==> src/rtl/exec_arbiter.sv <==
// Two-requester arbiter in front of a single execute stage.
// Each operation is granted in IDLE, presented to the ALU for one ISSUE
// cycle, and its result is held in RESP until the consumer accepts it.
module exec_arbiter #(
  parameter bit RR_EN = 1'b1
) (
  input  logic        clk_i,
  input  logic        rst_n_i,
  input  logic        req0_valid_i,
  output logic        req0_ready_o,
  input  logic [134:0] req0_data_i,
  input  logic        req1_valid_i,
  output logic        req1_ready_o,
  input  logic [134:0] req1_data_i,
  output logic [4:0]  alu_opcode_o,
  output logic        op_A_sel_o,
  output logic        op_B_sel_o,
  output logic [31:0] current_pc_o,
  output logic [31:0] rD1_o,
  output logic [31:0] rD2_o,
  output logic [31:0] ext_o,
  input  logic [31:0] alu_result_i,
  input  logic        alu_branch_i,
  output logic        resp_valid_o,
  input  logic        resp_ready_i,
  output logic        resp_id_o,
  output logic [31:0] resp_result_o,
  output logic        resp_branch_o,
  output logic        busy_o
);

  localparam int unsigned DATA_W = 135;
  localparam int unsigned XLEN   = 32;

  typedef enum logic [1:0] {
    S_IDLE  = 2'd0,
    S_ISSUE = 2'd1,
    S_RESP  = 2'd2
  } state_t;

  state_t              state_q;
  logic [DATA_W-1:0]   payload_q;
  logic                last_grant_q;  // id of the most recent grant
  logic                resp_valid_q;
  logic                resp_id_q;
  logic                resp_branch_q;
  logic [XLEN-1:0]     resp_result_q;
  logic                busy_q;
  logic                grant0_c;
  logic                grant1_c;

  // Grant decision: only in IDLE and out of reset; ties go round-robin or to req0
  always_comb begin
    grant0_c = 1'b0;
    grant1_c = 1'b0;
    if (rst_n_i && (state_q == S_IDLE)) begin
      if (req0_valid_i && req1_valid_i) begin
        if (RR_EN && !last_grant_q) grant1_c = 1'b1;
        else                        grant0_c = 1'b1;
      end else if (req0_valid_i) begin
        grant0_c = 1'b1;
      end else if (req1_valid_i) begin
        grant1_c = 1'b1;
      end
    end
  end

  assign req0_ready_o = grant0_c;
  assign req1_ready_o = grant1_c;

  // Operation FSM with payload and response registers
  always_ff @(posedge clk_i) begin
    if (!rst_n_i) begin
      state_q       <= S_IDLE;
      payload_q     <= '0;
      last_grant_q  <= 1'b1;
      resp_valid_q  <= 1'b0;
      resp_id_q     <= 1'b0;
      resp_branch_q <= 1'b0;
      resp_result_q <= '0;
      busy_q        <= 1'b0;
    end else begin
      case (state_q)
        S_IDLE: begin
          if (grant0_c || grant1_c) begin
            payload_q    <= grant1_c ? req1_data_i : req0_data_i;
            last_grant_q <= grant1_c;
            state_q      <= S_ISSUE;
            busy_q       <= 1'b1;
          end
        end
        S_ISSUE: begin
          resp_result_q <= alu_result_i;
          resp_branch_q <= alu_branch_i;
          resp_id_q     <= last_grant_q;
          resp_valid_q  <= 1'b1;
          state_q       <= S_RESP;
        end
        S_RESP: begin
          if (resp_ready_i) begin
            resp_valid_q <= 1'b0;
            state_q      <= S_IDLE;
            busy_q       <= 1'b0;
          end
        end
        default: begin
          state_q <= S_IDLE;
          busy_q  <= 1'b0;
        end
      endcase
    end
  end

  // Execute operands come straight from the payload register
  assign alu_opcode_o  = payload_q[134:130];
  assign op_A_sel_o    = payload_q[129];
  assign op_B_sel_o    = payload_q[128];
  assign current_pc_o  = payload_q[127:96];
  assign rD1_o         = payload_q[95:64];
  assign rD2_o         = payload_q[63:32];
  assign ext_o         = payload_q[31:0];

  assign resp_valid_o  = resp_valid_q;
  assign resp_id_o     = resp_id_q;
  assign resp_result_o = resp_result_q;
  assign resp_branch_o = resp_branch_q;
  assign busy_o        = busy_q;

endmodule

==> config.mk <==
export PLATFORM = sky130hd
export DESIGN_NAME = exec_arbiter
export DESIGN_NICKNAME = d
export VERILOG_FILES = /design/src/rtl/exec_arbiter.sv
export SDC_FILE = /design/constraint.sdc
export NUM_CORES = 1
export LEC_CHECK = 0
export CORE_AREA = 2 2 187 189
export CTS_BUF_LIST = sky130_fd_sc_hd__clkbuf_8 sky130_fd_sc_hd__clkbuf_16
export CTS_CLUSTER_SIZE = 12
export DETAILED_ROUTE_END_ITERATION = 6
export DIE_AREA = 0 0 189 191
export PLACE_DENSITY = 0.51
export REMOVE_ABC_BUFFERS = 1
export SLEW_MARGIN = 20
export SYNTH_ARGS = -nofsm -noshare
export SYNTH_HDL_FRONTEND = slang
export SYNTH_SLANG_ARGS = --single-unit
==> constraint.sdc <==
create_clock -name clk_i -period 4.6 [get_ports clk_i]
set_input_delay 1.15 -clock clk_i [delete_from_list [all_inputs] [get_ports clk_i]]
set_output_delay 1.15 -clock clk_i [all_outputs]
set_load 0.1 [all_outputs]
Word-level counts from Yosys, hierarchy flattened:

Cells that the tools add are included.

* register bits: 174

* equal/unequal tests: 4
* bitwise operators: 1
* reductions and logical operators: 9
* muxes and demuxes: 17

Operator list (number)
* $mux 135: 1
* $mux 1: 11
* $pmux 2 s3: 1
* $reduce_and 2->1: 3
* $mux 2: 2
* $pmux 1 s3: 1
* $reduce_and 3->1: 1
* $eq 2x1->1 const B: 1
* $eq 2x2->1 const B: 1
* $logic_and 1x1->1: 2
* $logic_not 2->1: 1
* $ne 2x1->1 const B: 1
* $ne 2x2->1 const B: 1
* $pmux 1 s2: 1
* $reduce_bool 2->1: 1
* $logic_or 1x1->1: 1
* $not 1->1: 1

Logic depth before layout (Yosys ltp):

* depth after elaboration: 7
* gate-level depth with buffers: 6
* gate-level depth less buffers: 3

Worst setup path after synthesis:

Ideal clock, no wire load.

* kind: input to output
* start: in rst_n_i
* end: out req0_ready_o
* setup slack: 0.348 ns
* data required time: 3.450 ns
* arrival: 3.102 ns
* stages: 4
* path buffers: 2
* path through: or3b_4 -> buf_6 -> clkbuf_1 -> nor2_1

* cells in the longest elaborated chain, start to end: 2

RTL lines
* from (decl): line 8 `input logic rst_n_i,`
* $logic_and 1x1->1: line 56 `if (rst_n_i && (state_q == S_IDLE)) begin`
* $mux 1: line 56
* to (decl): line 10 `output logic req0_ready_o,`

Every way passes these cells.

Worst setup path in the final report:

* start: in rst_n_i
* end: out req1_ready_o

* cells in the longest elaborated chain, start to end: 2

RTL lines
* $logic_and 1x1->1: line 56
* $mux 1: line 56
* to (decl): line 13 `output logic req1_ready_o,`

Every way passes these cells.

==> flow_metrics.tcl <==
set metrics [dict create \
    path_max_fanout 5 \
    syn_avg_cell_area_um2 8.26 \
    cts_buffers 17 \
    insertion_delay_ps 450 \
    hpwl_um 24400 \
    grt_antenna_before_repair 0 \
    swShare_pct 42.2 \
    clk_pin_slew_ps 70 \
    coreArea_mm2 0.0341 \
    ant_nets 0 \
    yosysTopAreaCellShare_pct 42.8 \
    startpoint_type "input pin" \
    layout-drive-gt1-share_pct 4.17 \
    tritoncts "built" \
    postCtsHoldBufs 0 \
    final_area_mm2 0.0137 \
    start_util_pct 23.8 \
    fill_cells 3485 \
    finalNetCount 1663 \
    grt_use_total_pct 20.7 \
    dp_cells 1791 \
    die_x_um 189 \
    final_cells 1823 \
    crit_family "buffers and inverters" \
    worst_pin_slew_ps 1190 \
    max_freq_ghz 0.260 \
    synth_warnings 0 \
    clockPowerShare_pct 28.2 \
    clock-sinks 174 \
    die_h_um 191 \
    fin_crit_ps 3850 \
    first_global_vias 9261 \
    power.leakage_nw 4.34 \
    finalClockSkew_ps 10.1 \
    io_pins 481 \
    gr-total-overflow 0 \
    gp_congestion 0.775 \
    power.internal_mw 3.15 \
    multi_input_comb_area_mm2 0.00397 \
    area_growth_pct 67.9 \
    grt_max_degree 146 \
    htree_levels 4 \
    critical_path_class "in2out" \
    num_vias 9798 \
    ys_ff_latch 174 \
    yosys.area.top_type "dfxtp_1" \
    maxCapViolations 0 \
    post-route-period-util_pct 83.6 \
    slew-limit-headroom_pct 20.4 \
    wire_per_inst_um 21.7 \
    required_ps 3450 \
    synthTopCellsByArea "dfxtp_1, a311oi_1, a21oi_1" \
    crit_path_top_delay_cell "clkdlybuf4s50_1" \
    setup_viol 0 \
    cp_num_buf_inv 2 \
    hold_class "reg2reg" \
    path_cells "clkdlybuf4s50_1 > or3b_4 > nor2_1 > buf_12" \
    syn_inst 985 \
    drtIter0Drc 541 \
    post_cts_resized 0 \
    routed_via_density 5.37 \
    rsz0062_at_grt "no" \
    cp-end-kind "primary output" \
    dpl-instance-area_mm2 0.0131 \
    hold_violations 0 \
    first_pass_iters 4 \
    seq_area_mm2 0.00348 \
    status "finished clean" \
    max_stage_delay_ps 640 \
    post_cts_buffers 0 \
    power.share.sequential_pct 31.7 \
    num_rows 68 \
    power_density_mw_per_mm2 399 \
    clockBufferDepth 2 \
    ys_types 26 \
    cp.arrival_ps 2700 \
    wl_um 39600 \
    netlist_area_mm2 0.00813 \
    numPortBuffers 480 \
    cts_root_buf "clkbuf_16" \
    yosysSeqAreaShare_pct 42.8 \
    power_frac_comb_pct 40.0 \
    finish.utilization_pct 40.0 \
    peakVddDrop_v 0.000261 \
    grt_first_pass_wirelength_um 58300 \
    drc_errors 0 \
    dieArea_mm2 0.0361 \
    slew_violations 0 \
    p_sw_mw 2.30 \
]
[layer usage]
metal	GRT usage [%]	wire length [um]	vias up
met5	0	0	-
met4	7.48	1190	0
met3	6.88	3270	56
met2	32.6	18200	407
met1	26.3	16900	4750
li1	-	-	4585
[stage by stage]
step           TNS (ps)  setup slack (ps)  total power [mW]  hold slack [ps]
2_1_floorplan   -809290             -5920              3.18              476
3_3_place_gp          0               779              3.94              442
3_5_place_dp          0               770              3.94              445
4_1_cts               0               752              5.50              455
5_1_grt               0               698              5.66              473
6_report              0               753              5.44              453
[cells in the final DEF, fill, tap and decap left out, types with 2 or more instances in the layout]
master / count
bufinv_16: 3
dfxtp_1: 174
buf_4: 11
clkbuf_8: 2
nor2_1: 4
inv_1: 3
nand2_1: 68
clkinv_4: 3
nand4_1: 135
clkbuf_16: 17
clkdlybuf4s50_1: 477
o21ai_1: 21
a311oi_1: 135
o21ai_0: 118
a21oi_1: 171
clkinv_2: 3
buf_12: 8
[layout make-up]
| class | count | share of cell area [%] |
|---|---|---|
| well taps | 455 | 4.17 |
| clock buffers | 19 | 3.32 |
| multi-input cells | 664 | 29.1 |
| inverters | 2 | 0.0916 |
| clock inverters | 12 | 1.07 |
| flip-flops and latches | 174 | 25.5 |
| diodes | 1 | 0.0183 |
| repair buffers | 496 | 36.7 |
[cells by family after synthesis]
logic type,synth area share [%]
buffers and inverters,8.65
DFF,42.8
and+or+nand+nor,14.7
AOI/OAI and AO/OA,33.9
[worst reg2reg max path: stages (launching register included)]
cell	delay [ps]
dfxtp_1	480
a21bo_4	330
buf_4	630
o21ai_0	270
a311oi_1	290
[power by group through the flow]
stage               clock network, mW  logic [mW]  registers [mW]
global route                     1.64        2.27            1.74
detailed placement                  0        2.18            1.76
global placement                    0        2.18            1.76
floorplan                           0       0.446            2.73
finish                           1.54        2.18            1.73
CTS                              1.58        2.19            1.73
[worst paths after layout]
path	cells after the start	end	slack [ps]	startpoint
worst min-delay path	2	resp_branch_o	450	resp_branch_o
worst max-delay path	4	req1_ready_o	750	rst_n_i
worst max register to register	4	payload_q[75]	2510	last_grant_q
worst min register to register	2	resp_branch_o	450	resp_branch_o
[state kept, by name, indices dropped and copies added, names as in the netlist]
| signal | count |
|---|---|
| busy_o | 1 |
| last_grant_q | 1 |
| payload_q | 135 |
| resp_branch_o | 1 |
| resp_id_o | 1 |
| resp_result_o | 32 |
| resp_valid_o | 1 |
| state_q | 2 |
[synthesized netlist by cell type]
cell	instances
dfxtp_1	174
a21oi_1	171
a311oi_1	135
nand4_1	135
o21ai_0	118
clkbuf_1	76
nand2_1	69
buf_2	51
o21ai_1	21
buf_4	11
buf_6	6
nor2_1	4
a21bo_1	1
and2_4	1
and3_1	1
clkbuf_2	1
inv_1	1
inv_2	1
nand2b_1	1
nand3b_1	1
nor2b_1	1
nor3b_2	1
o211a_1	1
or2_1	1
or3b_2	1
or3b_4	1
Note: power is estimated with default switching activity, not from simulation.
==> patch, RTL diff (config.mk and constraints unchanged) <==
Change the parameter `RR_EN` from 1'b1 to 1'b0.
--- a/src/rtl/exec_arbiter.sv
+++ b/src/rtl/exec_arbiter.sv
@@ -2,7 +2,7 @@
 // Each operation is granted in IDLE, presented to the ALU for one ISSUE
 // cycle, and its result is held in RESP until the consumer accepts it.
 module exec_arbiter #(
-  parameter bit RR_EN = 1'b1
+  parameter bit RR_EN = 1'b0
 ) (
   input  logic        clk_i,
   input  logic        rst_n_i,
Check against the original RTL: not equivalent (Yosys sat finds a counterexample within 4 cycles, from zero or initial values and one cycle with rst_n_i low).
==> patch against the original RTL <==
Count of clock-buffer cells in the layout up 4. Worst hold slack about the same. Cell area down 1.1%. Highest routed layer unchanged. Final cell count down 15%. Total power up 3.7%. Critical path depth unchanged. Worst setup slack better by 0.26 ns. Via count down 24%. Combinational power up 10%. Wire length down 18%. Largest cell class unchanged. Critical endpoint unchanged. Sequential cell count unchanged. Clock skew about the same. Area after synthesis down 3.5%.
==> patch: results (changes against the original RTL) <==
| Metric | Value |
|---|---|
| GRT Total Usage | `17.21% (-3.5 points)` |
| DRT iter0 DRCs | `240 (-56%)` |
| Placed Cells | `1524 (-15%)` |
| Min-delay worst type | `flip-flop to flip-flop` |
| Layout Cells excl Fill | `1558 (-15%)` |
| Leak pwr | `4.544 nW (+4.6%)` |
| DP HPWL | `22.42 mm (-8.3%)` |
| Post-Syn Instances | `661 (-33%)` |
| Vias in the first global route | `7487 (-19%)` |
| Initial antenna violation count | `2 (+2)` |
| Status | `finished, final reports clean` |
| Worst-path clk slew | `0.06 ns` |
| Yosys cell types | `30 (+15%)` |
| Port Buffer Count | `480 (unchanged)` |
| Final Routed Wirelength | `32.37 mm (-18%)` |
| Final GP Congestion | `0.7301 (-5.8%)` |
| Slew @ Worst Pin | `1.134 ns (-0.05631 ns)` |
| Largest net degree at the start of global routing | `134 (-8.2%)` |
| Vias per cell | `4.772 (-11%)` |
| Final #Nets | `1396 (-16%)` |
| Top cells by count, synth | `dfxtp_1, a2bb2oi_2, nand2_1, o221ai_2` |
| Fillers | `3333 (-4.4%)` |
| Share of layout cells above drive strength 1 | `17.62% (+13 points)` |
| First-pass GRT wire length | `47.29 mm (-19%)` |
| Post-synthesis sequential area ratio | `44.39% (+1.6 points)` |
| Maximum VDD drop | `0.2463 mV (-5.8%)` |
| CTS Root Cell | `clkbuf_16` |
| Largest cells by area after synthesis | `dfxtp_1, a2bb2oi_2, o221ai_2` |
| Clock Skew | `0.009882 ns (-0.0002619 ns)` |
| CP Max Fanout | `4 (-1)` |
-- patch: path summary, 6_finish.rpt --
kind,to,slack (ns),cells past startpoint,start
max,req1_ready_o,1.02,4,req1_valid_i
min,resp_branch_o,0.45,2,resp_branch_o
max reg2reg,resp_result_o[14],2.69,4,state_q[0]
min reg2reg,resp_branch_o,0.45,2,resp_branch_o
-- patch: per-layer routing --
layer	vias up	routed length, µm	track usage (%)
li1	3546	-	-
met1	3533	13570	20.67
met2	323	15670	29.21
met3	32	2448	5.067
met4	0	682	5.980
met5	-	0	0
-- patch: worst max-delay path: stages --
cell             delay (ns)
clkdlybuf4s50_1        0.58
nor2b_1                0.22
and3_1                 0.19
buf_4                  0.29
-- patch: final cells by class --
class / count / area, µm² / share of cell area (%)
multi-input cells: 396 / 3824 / 28.31
clock buffers: 23 / 508.0 / 3.761
flip-flops and latches: 174 / 3483 / 25.79
diodes: 2 / 5.005 / 0.03705
repair buffers: 495 / 5014 / 37.12
well taps: 455 / 569.3 / 4.215
inverters: 4 / 20.02 / 0.1482
clock inverters: 9 / 83.83 / 0.6207
-- patch: logic make-up after synthesis --
group,share of synthesized area [%]
flip-flops,44.39
AND/OR/NAND/NOR,4.273
AO/OA/AOI/OAI,44.15
buffers and inverters,7.191
-- patch: power by group --
group,internal [mW],switching (mW)
clock,0.831,0.645
combinational,0.774,1.62
sequential,1.67,0.101
total,3.28,2.37
-- patch: metrics by stage --
stage / setup WS, ns / setup TNS [ns] / total power [mW] / instance area [µm²]
after floorplan: -3.086 / -342.60 / 3.497 / 7298
after global placement: 1.031 / 0 / 4.213 / 12910
after detailed placement: 1.030 / 0 / 4.218 / 12910
after CTS: 1.023 / 0 / 5.721 / 13500
after global routing: 0.9669 / 0 / 5.851 / 13510
final: 1.018 / 0 / 5.647 / 13510
